## config.mk

```make
export PLATFORM = sky130hd
export DESIGN_NAME = dual_port_fake_tx
export DESIGN_NICKNAME = d
export VERILOG_FILES = /design/src/rtl/dual_port_fake_tx.sv
export SDC_FILE = /design/constraint.sdc
export NUM_CORES = 1
export LEC_CHECK = 0
export BUFFER_PORTS_ARGS = -buffer_cell sky130_fd_sc_hd__buf_2
export CORE_MARGIN = 2
export CORE_UTILIZATION = 50
export CTS_CLUSTER_DIAMETER = 80
export DETAILED_ROUTE_END_ITERATION = 12
export GPL_ROUTABILITY_DRIVEN = 0
export PLACE_DENSITY = 0.76
export SLEW_MARGIN = 0
export SYNTH_ARGS = -nofsm -noshare
export SYNTH_HDL_FRONTEND = slang
export SYNTH_SLANG_ARGS = --single-unit
```

## constraint.sdc

```tcl
create_clock -name i_clk -period 4.4 [get_ports i_clk]
set_input_delay 0.88 -clock i_clk [delete_from_list [all_inputs] [get_ports i_clk]]
set_output_delay 0.88 -clock i_clk [all_outputs]
set_load 0.005 [all_outputs]
```

## src/rtl/dual_port_fake_tx.sv

```systemverilog
// Self-running fake frame source on a 64-bit AXI-Stream master (no tready).
// Optional single-shot mode: define DUAL_PORT_FAKE_TX_SINGLE_SHOT_EN to stop after NUM_FRAMES frames.
//
// state | meaning
// WAIT  | idle after reset, counting START_DELAY cycles
// SEND  | one beat per cycle until the frame's tlast beat
// GAP   | GAP_CYCLES idle cycles between frames
// DONE  | single-shot only: all frames sent, outputs held at 0 until reset
module dual_port_fake_tx #(
  parameter int unsigned FRAME_BEATS = 8,
  parameter int unsigned GAP_CYCLES  = 4,
  parameter int unsigned START_DELAY = 2,
  parameter logic [7:0]  LAST_KEEP   = 8'h0F,
  parameter int unsigned NUM_FRAMES  = 3
) (
  input  logic        i_clk,
  input  logic        i_reset,
  output logic        o_transmit_fake_flag,
  output logic        o_tx_axis_tvalid,
  output logic [63:0] o_tx_axis_tdata,
  output logic        o_tx_axis_tlast,
  output logic [7:0]  o_tx_axis_tkeep
);

`ifdef DUAL_PORT_FAKE_TX_SINGLE_SHOT_EN
  typedef enum logic [1:0] {ST_WAIT, ST_SEND, ST_GAP, ST_DONE} state_t;
  localparam logic [15:0] LAST_FRAME = 16'(NUM_FRAMES - 1);
`else
  typedef enum logic [1:0] {ST_WAIT, ST_SEND, ST_GAP} state_t;
`endif

  localparam logic [15:0] LAST_IDX = 16'(FRAME_BEATS - 1);
  localparam logic [31:0] DELAY_TC = 32'(START_DELAY);
  localparam logic [31:0] GAP_LOAD = 32'(GAP_CYCLES - 1);

  state_t      state;
  state_t      state_after_last;
  logic [31:0] delay_cnt;
  logic [31:0] gap_cnt;
  logic [15:0] beat_idx;
  logic [15:0] frame_cnt;
  logic        emit;
  logic        beat_last;

  // emit: the coming edge registers a beat (first beat leaves WAIT directly)
  always_comb begin
    emit      = (state == ST_SEND) || ((state == ST_WAIT) && (delay_cnt == DELAY_TC));
    beat_last = (beat_idx == LAST_IDX);
    state_after_last = (GAP_CYCLES == 0) ? ST_SEND : ST_GAP;
`ifdef DUAL_PORT_FAKE_TX_SINGLE_SHOT_EN
    if (frame_cnt == LAST_FRAME) state_after_last = ST_DONE;
`endif
  end

  always_ff @(posedge i_clk) begin
    if (i_reset) begin
      state                <= ST_WAIT;
      delay_cnt            <= '0;
      gap_cnt              <= '0;
      beat_idx             <= '0;
      frame_cnt            <= '0;
      o_transmit_fake_flag <= 1'b0;
      o_tx_axis_tvalid     <= 1'b0;
      o_tx_axis_tdata      <= '0;
      o_tx_axis_tlast      <= 1'b0;
      o_tx_axis_tkeep      <= '0;
    end else begin
      o_transmit_fake_flag <= 1'b0;
      o_tx_axis_tvalid     <= 1'b0;
      o_tx_axis_tdata      <= '0;
      o_tx_axis_tlast      <= 1'b0;
      o_tx_axis_tkeep      <= '0;
      if (emit) begin
        o_transmit_fake_flag <= (beat_idx == 16'd0);
        o_tx_axis_tvalid     <= 1'b1;
        o_tx_axis_tdata      <= {16'hFA4E, frame_cnt, 16'h0000, beat_idx};
        o_tx_axis_tlast      <= beat_last;
        o_tx_axis_tkeep      <= beat_last ? LAST_KEEP : 8'hFF;
        if (beat_last) begin
          beat_idx  <= '0;
          frame_cnt <= frame_cnt + 16'd1;
          gap_cnt   <= GAP_LOAD;
          state     <= state_after_last;
        end else begin
          beat_idx <= beat_idx + 16'd1;
          state    <= ST_SEND;
        end
      end else begin
        case (state)
          ST_WAIT: delay_cnt <= delay_cnt + 32'd1;
          ST_GAP: begin
            if (gap_cnt == 32'd0) state <= ST_SEND;
            else                  gap_cnt <= gap_cnt - 32'd1;
          end
          default: ;
        endcase
      end
    end
  end

endmodule

```

Word-level counts from Yosys, hierarchy flattened
Cells that the tools add are included.
{"block": "op_classes", "n_eq_ne": 6, "n_bitwise": 1, "reduce_logical": 12, "addsub": 4, "n_mux": 12}
{"cell": "$mux W32", "count": 4}
{"cell": "$mux W64", "count": 1}
{"cell": "$add A16 B1 Y16 const B", "count": 2}
{"cell": "$add A32 B1 Y32 const B", "count": 1}
{"cell": "$eq A32 B2 Y1 const B", "count": 1}
{"cell": "$logic_not A32 Y1", "count": 1}
{"cell": "$sub A32 B1 Y32 const B", "count": 1}
{"cell": "$eq A16 B3 Y1 const B", "count": 1}
{"cell": "$logic_not A16 Y1", "count": 1}
{"cell": "$mux W16", "count": 1}
{"cell": "$mux W2", "count": 4}
{"cell": "$mux W8", "count": 1}
{"cell": "$reduce_and A2 Y1", "count": 3}
{"cell": "$reduce_bool A2 Y1", "count": 2}
{"cell": "$reduce_and A3 Y1", "count": 1}
{"cell": "$eq A2 B1 Y1 const B", "count": 1}
{"cell": "$eq A2 B2 Y1 const B", "count": 1}
{"cell": "$logic_not A2 Y1", "count": 1}
{"cell": "$ne A2 B1 Y1 const B", "count": 1}
{"cell": "$ne A2 B2 Y1 const B", "count": 1}
{"cell": "$reduce_or A2 Y1", "count": 1}
{"cell": "$logic_and A1 B1 Y1", "count": 1}
{"cell": "$logic_or A1 B1 Y1", "count": 1}
{"cell": "$mux W1", "count": 1}
{"cell": "$not A1 Y1", "count": 1}
{"block": "word_totals", "inputBits": 2, "wordCells": 46, "regBits": 173}

Logic depth before layout (Yosys ltp)
Gate-level depths: netlist of run 1.
{"block": "depth", "word_depth": 5, "mapped_depth": 10, "depth_no_buf": 9}

Worst setup path after synthesis of run 1
Ideal clock, no wire load.
{"block": "synth_timing", "kind": "reg2reg", "from": "register delay_cnt[0]", "to": "register frame_cnt[15]", "arrival_ns": 2.453, "setup_ns": 0.070, "setup_slack_ns": 1.876, "stages_incl_launch_ff": 11, "period_less_slack_ns": 2.524, "path_cell_list": "dfxtp_1 -> inv_1 -> ha_1 -> nor4b_1 -> nand4_1 -> o21ai_2 -> nand3_2 -> or4_1 -> clkbuf_1 -> or3_1 -> a21oi_1"}
{"block": "synth_between", "elab_chain_len": 4}
{"item": "from (decl)", "line_no": "38", "source": "logic [31:0] delay_cnt;"}
{"item": "from (signal assigned)", "line_no": "90", "source": "ST_WAIT: delay_cnt <= delay_cnt + 32'd1;"}
{"item": "$eq A32 B2 Y1", "line_no": "47", "source": "emit = (state == ST_SEND) || ((state == ST_WAIT) && (delay_cnt == DELAY_TC));"}
{"item": "$logic_and A1 B1 Y1", "line_no": "47"}
{"item": "$logic_or A1 B1 Y1", "line_no": "47"}
{"item": "$reduce_and A2 Y1 (no line)"}
{"item": "to (signal assigned)", "line_no": "81", "source": "frame_cnt <= frame_cnt + 16'd1;"}
{"item": "to (decl)", "line_no": "41", "source": "logic [15:0] frame_cnt;"}
No other way between the ends.
A chain may end at the register's enable or synchronous reset.

Worst setup path after layout of run 1
{"block": "layout_timing", "from": "register gap_cnt[13]", "to": "register gap_cnt[25]"}
{"block": "layout_between", "elab_chain_len": 4}
{"item": "from (decl)", "line_no": "39", "source": "logic [31:0] gap_cnt;"}
{"item": "from (signal assigned)", "line_no": "93", "source": "else gap_cnt <= gap_cnt - 32'd1;"}
{"item": "$sub A32 B1 Y32", "line_no": "93"}
{"item": "$mux W32", "line_no": "92", "source": "if (gap_cnt == 32'd0) state <= ST_SEND;"}
{"item": "$mux W32", "line_no": "89", "source": "case (state)"}
{"item": "$mux W32", "line_no": "73", "source": "if (emit) begin"}
Several ways; a longest one is shown, not always the timed one. The select of a mux whose other input is x is not followed.

==> results of run 1 <==
-- cells by family after synthesis --
logic type,count (synthesis)
and+or+nand+nor,299
DFF,135
AOI/OAI and AO/OA,67
buffers and inverters,76
xor gates and xnor gates,72
adders and majority gates,6
other,1
-- final cells by class --
cell class	count	area, um^2	area share, %
Multi-Input combinational cell	466	2773	42.50
Sequential cell	135	2703	41.43
Clock buffer	22	474.2	7.269
Clock inverter	7	50.05	0.7672
Timing Repair Buffer	57	292.8	4.488
Inverter	14	52.55	0.8055
Tap cell	143	178.9	2.743
-- worst max-delay path, delay by kind of cell (launching register included) --
family             cells  cell delay (ps)
AOI/OAI and AO/OA      3             1190
DFF                    1              350
and+or+nand+nor        4             1410
-- synthesized netlist by cell type (all sizes together) (2+ instances only) --
cell,count
xor2,38
buf,44
nand3b,3
nand3,33
nor4b,3
ha,6
nor3,26
o41ai,2
o31ai,3
a2111oi,2
and2,31
clkbuf,18
or3,18
inv,14
or4,7
o211ai,2
nor4,18
and4,7
nand4,10
xnor2,34
a21oi,26
nand2b,2
a211oi,6
dfxtp,135
and3,11
nand2,30
nor2,96
o21ai,22
-- state kept, by name, summed over array words and instances (netlist names) --
| name | flops |
|---|---|
| state | 2 |
| delay_cnt | 32 |
| frame_cnt | 16 |
| beat_idx | 16 |
| o_tx_axis_tdata | 33 |
| o_transmit_fake_flag | 1 |
| gap_cnt | 32 |
| o_tx_axis_tkeep | 2 |
| o_tx_axis_tlast | 1 |
-- routing by layer --
layer  share of wire, %  up-vias  track usage (%)  wire length, um
met1                 46     2030            21.26             5031
met3                5.9       18            4.968              644
met2                 47      119            29.16             5126
li1                   -     2261                -                -
met4                1.3        0            9.268              139
met5                  0        -                0                0
-- through the flow --
stage | instances | worst slack [ps] | area (um^2) | hold WS (ps) | total power [mW]
2_1_floorplan | 677 | 1876 | 5928 | 439.1 | 1.524
3_3_place_gp | 815 | 1420 | 6000 | 464.6 | 1.536
3_5_place_dp | 815 | 1350 | 6000 | 468.2 | 1.542
4_1_cts | 844 | 1337 | 6524 | 483.7 | 2.791
5_1_grt | 844 | 1055 | 6524 | 510.9 | 2.875
6_report | 844 | 1307 | 6524 | 481.6 | 2.769
-- worst min-delay path by stage --
stage                          endpoint  slack, ps  depth (start not counted)
finish                    frame_cnt[15]        480                          2
global route        o_tx_axis_tdata[47]        510                          1
CTS                         gap_cnt[23]        480                          2
detailed placement  o_tx_axis_tdata[47]        470                          1
global placement             gap_cnt[3]        460                          2
floorplan           o_tx_axis_tdata[47]        440                          1
-- power by group through the flow --
stage                     registers (mW)  clock network (mW)  logic (mW)
final                               1.28                1.25       0.235
after global routing                1.29                1.32       0.268
after CTS                           1.28                1.27       0.236
after detailed placement            1.31                   0       0.233
after global placement              1.31                   0       0.229
after floorplan                     1.31                   0       0.216
==> qor.yml, run 1 <==
setup-tns-final_ps: 0
synth_edf_count: 0
first_iter_violations: 221
synth_xor_area_share_pct: 10.78
max-slew-margin-rel_pct: 43.35
synth_compound_area_share_pct: 7.444
finalCriticalPeriod_ps: 3093
final_core_utilization_pct: 57.13
vias: 4428
rsz0062_at_grt: "no"
synth_top_area_cell: "dfxtp_1"
worstMarginPinSlew_ps: 846.9
grt_pass1_vias: 4165
fin_crit_sh_pct: 70.30
final_cell_mix: "135 x dfxtp_1, 96 x nor2_1, 54 x buf_2"
end_kind: "flip-flop"
cts_setup_buffers: 0
die_x_um: 112.2
mostFrequentLayoutCell: "dfxtp_1"
holdCritStartpoint: "frame_cnt[15]"
ctsResizeCount: 0
ant_nets: 0
drv_slew: 0
synth_flop_cell: "dfxtp_1"
max_cap_viol_count: 0
crit_type: "reg -> reg"
grt_overflow: 0
synth.distinct_cells: 48
crit_end: "gap_cnt[25]"
comb_power_share_pct: 8.5
grt_antenna_before_repair: 0
initial_utilization_pct: 51.23
antenna_cells: 0
hold_viol_final: 0
clock_path_buffers: 2
yosys.area_share.adder_pct: 1.283
yosys_warnings: 0
cp-start-kind: "flip-flop"
cp_common_cell: "or4_1"
status: "finished, final reports clean"
nNetsFinal: 699
areaGrowthSynthToFinish_pct: 11.53
clk_latency_ps: 430
nFillCells: 986
netlist_area_um2: 5849
pwr-share-seq_pct: 46.4
synth-async-reset-ratio_pct: 0
hold_path.class: "reg -> reg"
grt_pass1_wl_um: 18400
power.leakage_nw: 2.616
synth_seq_cells: 135
dp_hpwl_um: 7450
drtPass1Iterations: 4
critical_path_arrival_ps: 3380
placementRows: 39
synthCells: 656
ys_seq_area_share_pct: 46.20
required_ps: 4680
p_sw_share_pct: 24.38
yosys.area.top_type_share_pct: 46.20
critPathLaunch: "gap_cnt[13]"
grt_max_degree: 46
switching_power_mw: 0.6751
ir_drop_v: 0.0003703
cts_root_buffer: "clkbuf_16"
cts_sinks: 135
p_int_mw: 2.094
layout-drive-gt1-share_pct: 13.55
syn_avg_cell_area_um2: 8.917
drc: 0
drt-vias-per-instance: 5.246
io-pin-count: 77
setup_viol: 0
synth_area_leaders: "dfxtp_1 46%, nor2_1 6.2%, xor2_1 5.7%, xnor2_1 5.1%, buf_4 4.9%"
synth.area.mux_share_pct: 0
rrSetupSlack_ps: 1310
die_h_um: 112.2
globalRouteTotalUtil_pct: 17.76
path_clk_slew_ps: 50
fmax_mhz: 323.3
slowest_delay_ps: 790
cts_hold_repair.buffers: 0
slowest_stage: "o41ai_4"
synth-simple-area-share_pct: 26.48
tritoncts: "done"
post_drt_wl_per_cell_um: 12.96
coreArea_um2: 11420
critical_path.max_fanout: 15
fin_skew_ps: 14.22
cts_buffers: 17
power_density_nw_per_um2: 424.4
drt_wl_total_um: 10940
portBuffers: 54
htreeDepth: 4
synth_top_family_by_area: "simple AND/OR/NAND/NOR gates"
r2r_start: "gap_cnt[13]"
crit_chain: "or4_1, nor4_1, nand3_1, o41ai_4, a211o_2, or4_1, a21oi_1"
reg2reg_depth: 7
clock_power_share_pct: 45.2
reg2reg_to: "gap_cnt[25]"
dieArea_um2: 12580
(Power assumes the default switching activity.)
==> run 2, diff against run 1 <==
--- a/config.mk
+++ b/config.mk
@@ -11,7 +11,7 @@
 export CTS_CLUSTER_DIAMETER = 80
 export DETAILED_ROUTE_END_ITERATION = 12
 export GPL_ROUTABILITY_DRIVEN = 0
-export PLACE_DENSITY = 0.76
+export PLACE_DENSITY = 0.78
 export SLEW_MARGIN = 0
 export SYNTH_ARGS = -nofsm -noshare
 export SYNTH_HDL_FRONTEND = slang
==> constraint.sdc (replaced) <==
create_clock -name i_clk -period 2.8 [get_ports i_clk]
set_input_delay 0.56 -clock i_clk [delete_from_list [all_inputs] [get_ports i_clk]]
set_output_delay 0.56 -clock i_clk [all_outputs]
set_load 0.005 [all_outputs]
==> qor.yml, run 2 (synthesis gave the netlist of run 1 again) <==
status: "finished, final reports clean"
areaGrowthSynthToFinish_pct: 16.62
globalRouteTotalUtil_pct: 19.11  # +1.3 points
die_x_um: 112.2  # unchanged
multi_input_area_um2: 2825  # +1.9%
setup_viol: 0  # unchanged
grt_max_degree: 34  # -26%
crit_chain: "or4_4, nand2b_4, or3_1, o41a_1, buf_4, nor2_1, o31ai_1, a21oi_1"
clk_latency_ps: 410  # -20 ps
hold_path.class: "reg -> reg"
dieArea_um2: 12580  # unchanged
critical_path.max_fanout: 9  # -6
grt_pass1_vias: 4542  # +9.1%
grt_antenna_before_repair: 0  # unchanged
die_h_um: 112.2  # unchanged
first_iter_violations: 366  # +66%
crit_buf_inv: 1  # +1
antenna_cells: 0  # unchanged
clock_path_buffers: 2  # unchanged
placementRows: 39  # unchanged
largest_reg_flops: 33  # unchanged
cts_sinks: 135  # unchanged
finalCriticalPeriod_ps: 2690  # -403.7 ps
drt_wl_total_um: 12040  # +10%
io-pin-count: 77  # unchanged
slowest_delay_ps: 570  # -220 ps
vias: 4711  # +6.4%
drt-vias-per-instance: 5.415  # +3.2%
layout-drive-gt1-share_pct: 17.74  # +4.2 points
required_ps: 3140  # -1540 ps
grt_pass1_wl_um: 20000  # +8.7%
dp_hpwl_um: 7884  # +5.8%
seq_area_um2: 2703  # unchanged
coreArea_um2: 11420  # unchanged
power.leakage_nw: 2.790  # +6.6%
nNetsFinal: 723  # +3.4%
top_register: "o_tx_axis_tdata"
fin_crit_sh_pct: 96.06  # +26 points
final_cell_mix: "135 x dfxtp_1, 96 x nor2_1, 54 x buf_2"
drc: 0  # unchanged
drv_slew: 0  # unchanged
ir_drop_v: 0.0004328  # +17%
portBuffers: 54  # unchanged
post_drt_wl_per_cell_um: 13.84  # +6.8%
end_kind: "flip-flop"
reg_top3: "o_tx_axis_tdata x33, delay_cnt x32, gap_cnt x32"
crit_family: "simple AND/OR/NAND/NOR gates"
tritoncts: "done"
nFillCells: 938  # -4.9%
finalNonFillerCells: 870  # +3.1%
worstMarginPinSlew_ps: 595.0  # -251.8 ps
critical_path_arrival_ps: 3030  # -350 ps
crit_type: "reg -> reg"
cp-start-kind: "flip-flop"
max_cap_viol_count: 0  # unchanged
dpl_worst_slack_ps: 76.84  # -1273 ps
htreeDepth: 4  # unchanged
initial_utilization_pct: 51.23  # unchanged
place_inst: 835  # +2.5%
slowest_stage: "or4_4"
fin_skew_ps: 7.113  # -7.106 ps
cts_hold_repair.buffers: 0  # unchanged
mostFrequentLayoutCell: "dfxtp_1"
hold_viol_final: 0  # unchanged
setup-tns-final_ps: 0  # unchanged
ant_nets: 0  # unchanged
path_clk_slew_ps: 60  # about the same
setup_ws_ps: 110.4  # -1196 ps
cts_root_buffer: "clkbuf_16"
fmax_mhz: 371.8  # +15%
power_density_nw_per_um2: 682.2  # +61%
drtPass1Iterations: 5  # +1
final_core_utilization_pct: 59.74  # +2.6 points
max-slew-margin-rel_pct: 59.30  # +16 points
cts_buffers: 17  # unchanged
grt_overflow: 0  # unchanged
-- run 2: final timing paths --
kind / from / endpoint / slack [ps] / cells past startpoint
max: gap_cnt[20] / gap_cnt[19] / 110 / 8
min: frame_cnt[15] / o_tx_axis_tdata[47] / 490 / 1
max reg2reg: gap_cnt[20] / gap_cnt[19] / 110 / 8
min reg2reg: frame_cnt[15] / o_tx_axis_tdata[47] / 490 / 1
-- run 2: area by class of cell --
cell class,count,share of cell area (%)
clock buffers,17,6.236
repair buffers,81,6.988
flip-flops and latches,135,39.62
inverters,14,0.7704
well taps,143,2.623
multi-input cells,466,41.42
clock inverters,14,2.348
-- run 2: what timing repair did --
| item | CTS | global route |
|---|---|---|
| endpoints found under the setup margin | 6 | 17 |
| cloned | 0 | 0 |
| hold endpoints to repair | 0 | 0 |
| pin swaps | 0 | 2 |
| gates resized for setup | 1 | 9 |
| buffers inserted | 0 | 4 |
-- run 2: power by group --
group          switching, mW  leakage [nW]  internal, mW
Combinational          0.262          1.42         0.185
Clock                  0.798         0.284          1.38
Sequential            0.0534          1.09          1.97
-- run 2: worst register-to-register path, delay by kind of cell, from the launching register on --
family	cells	cell delay (ps)
AND/OR/NAND/NOR	4	1240
flip-flops	1	350
buffers and inverters	1	230
AO/OA/AOI/OAI	3	810
-- run 2: layer usage --
layer,track usage (%),vias to the layer above,share of wire [%]
met2,33.65,160,50
met3,5.724,28,5.0
met1,21.65,2224,43
met4,7.724,0,2.0
met5,0,-,0
li1,-,2299,-
-- run 2: through the flow --
step	power, mW	hold WS (ps)	cell area, um^2
floorplan	2.395	439.1	5928
global placement	2.431	464.1	6150
detailed placement	2.443	471.2	6150
CTS	4.640	482.7	6741
global route	4.831	506.6	6822
finish	4.653	486.1	6822
==> run 3, diff against run 2 <==
--- a/config.mk
+++ b/config.mk
@@ -11,7 +11,7 @@
 export CTS_CLUSTER_DIAMETER = 80
 export DETAILED_ROUTE_END_ITERATION = 12
 export GPL_ROUTABILITY_DRIVEN = 0
-export PLACE_DENSITY = 0.78
+export PLACE_DENSITY = 0.76
 export SLEW_MARGIN = 0
 export SYNTH_ARGS = -nofsm -noshare
 export SYNTH_HDL_FRONTEND = slang
==> constraint.sdc (replaced) <==
create_clock -name i_clk -period 3.05 [get_ports i_clk]
set_input_delay 0.61 -clock i_clk [delete_from_list [all_inputs] [get_ports i_clk]]
set_output_delay 0.61 -clock i_clk [all_outputs]
set_load 0.005 [all_outputs]
==> qor.yml, run 3 (synthesis gave the netlist of run 1 again) <==
r2r_start: "gap_cnt[20]"
reg2reg_depth: 7  # -1
crit_end: "gap_cnt[18]"
critical_path_arrival_ps: 3090  # +60 ps
slowest_delay_ps: 640  # +70 ps
areaGrowthSynthToFinish_pct: 13.84
crit_chain: "or4_4, nand2b_4, or3_1, o41a_1, o211ai_1, xor2_1, nor2_1"
critical_path.max_fanout: 13  # +4
max_cap_viol_count: 0  # unchanged
fin_skew_ps: 5.632  # -1.481 ps
rsz0062_at_grt: "no"
drtPass1Iterations: 5  # unchanged
layout-drive-gt1-share_pct: 15.17  # -2.6 points
htreeDepth: 4  # unchanged
cp-start-kind: "flip-flop"
multi_input_area_um2: 2773  # -1.9%
fin_crit_sh_pct: 91.83  # -4.2 points
grt_antenna_before_repair: 0  # unchanged
crit_type: "reg -> reg"
coreArea_um2: 11420  # unchanged
final_cell_mix: "135 x dfxtp_1, 96 x nor2_1, 54 x buf_2"
placementRows: 39  # unchanged
power_density_nw_per_um2: 631.0  # -7.5%
mostFrequentLayoutCell: "dfxtp_1"
setup_viol: 0  # unchanged
max-slew-margin-rel_pct: 53.46  # -5.8 points
grt_pass1_wl_um: 19230  # -3.8%
cts_buffers: 17  # unchanged
ctsResizeCount: 0  # -1
clock_path_buffers: 2  # unchanged
reg2reg_to: "gap_cnt[18]"
ant_nets: 0  # unchanged
drv_slew: 0  # unchanged
die_x_um: 112.2  # unchanged
top_register: "o_tx_axis_tdata"
hold_path.class: "reg -> reg"
portBuffers: 54  # unchanged
largest_reg_flops: 33  # unchanged
cts_root_buffer: "clkbuf_16"
reg_top3: "o_tx_axis_tdata x33, delay_cnt x32, gap_cnt x32"
drt_wl_total_um: 11180  # -7.2%
ir_drop_v: 0.0004716  # +9.0%
cts_hold_repair.buffers: 0  # unchanged
grt_overflow: 0  # unchanged
io-pin-count: 77  # unchanged
power.leakage_nw: 2.697  # -3.3%
status: "finished, final reports clean"
hold_viol_final: 0  # unchanged
rrSetupSlack_ps: 250  # +140 ps
nNetsFinal: 709  # -1.9%
grt_max_degree: 39  # +15%
fmax_mhz: 357.0  # -4.0%
worstMarginPinSlew_ps: 692.8  # +97.72 ps
grt_pass1_vias: 4375  # -3.7%
path_clk_slew_ps: 60  # about the same
first_iter_violations: 282  # -23%
die_h_um: 112.2  # unchanged
initial_utilization_pct: 51.23  # unchanged
drt-vias-per-instance: 5.274  # -2.6%
globalRouteTotalUtil_pct: 18.29  # -0.82 points
tritoncts: "done"
critPathLaunch: "gap_cnt[20]"
slowest_stage: "o41a_1"
drc: 0  # unchanged
clk_latency_ps: 410  # about the same
setup-tns-final_ps: 0  # unchanged
antenna_cells: 0  # unchanged
post_drt_wl_per_cell_um: 13.07  # -5.6%
vias: 4509  # -4.3%
dieArea_um2: 12580  # unchanged
finalCriticalPeriod_ps: 2801  # +111.2 ps
hold_ws_ps: 479.7  # -6.402 ps
seq_area_um2: 2703  # unchanged
cts_setup_buffers: 0  # unchanged
nFillCells: 976  # +4.1%
end_kind: "flip-flop"
required_ps: 3340  # +200 ps
dp_hpwl_um: 7665  # -2.8%
cts_sinks: 135  # unchanged
==> run 3: critical path, delay by kind of cell (launching register included) <==
family           cells  cell delay [ps]
flip-flops           1              350
XOR/XNOR             1              180
AND/OR/NAND/NOR      4             1210
AO/OA/AOI/OAI        2              940
==> run 3: where the power goes <==
part	internal, mW	switching, mW
sequential	1.81	0.0410
combinational	0.128	0.211
clock	1.27	0.742
==> run 3: per-layer routing <==
metal  GRT usage, %  share of wire, %  vias to the layer above
li1               -                 -                     2274
met1          22.18                45                     2104
met2          31.45                49                      114
met3          4.104               4.7                       17
met4          7.561               1.4                        0
met5              0                 0                        -
==> run 3: final cells by class <==
cell class                 count  share of cell area [%]
tap                          143                   2.687
sequential                   135                   40.59
inverter                      14                  0.7892
clock buffer                  17                   6.389
clock inverter                13                   2.386
timing repair buffer          67                   5.524
multi-input combinational    466                   41.64
==> run 3: metrics by stage <==
| step | instances | util (%) | power, mW | worst slack, ps | cell area (um^2) |
|---|---|---|---|---|---|
| after CTS | 855 | 58.32 | 4.232 | 242.3 | 6659 |
| after floorplan | 677 | - | 2.199 | 526.2 | 5928 |
| after detailed placement | 825 | 53.20 | 2.229 | 250.6 | 6075 |
| final | 855 | 58.32 | 4.201 | 249.3 | 6659 |
| after global routing | 855 | 58.32 | 4.363 | 35.30 | 6659 |
| after global placement | 825 | 53.20 | 2.216 | 328.0 | 6075 |
==> run 3: worst min-delay path by stage <==
stage                             start                  end  slack, ps  depth (start not counted)
final                     frame_cnt[15]  o_tx_axis_tdata[47]        480                          1
after global routing      frame_cnt[15]  o_tx_axis_tdata[47]        500                          1
after CTS                 frame_cnt[15]  o_tx_axis_tdata[47]        470                          1
after detailed placement  frame_cnt[15]  o_tx_axis_tdata[47]        470                          1
after global placement    frame_cnt[15]  o_tx_axis_tdata[47]        450                          1
after floorplan           frame_cnt[15]  o_tx_axis_tdata[47]        440                          1
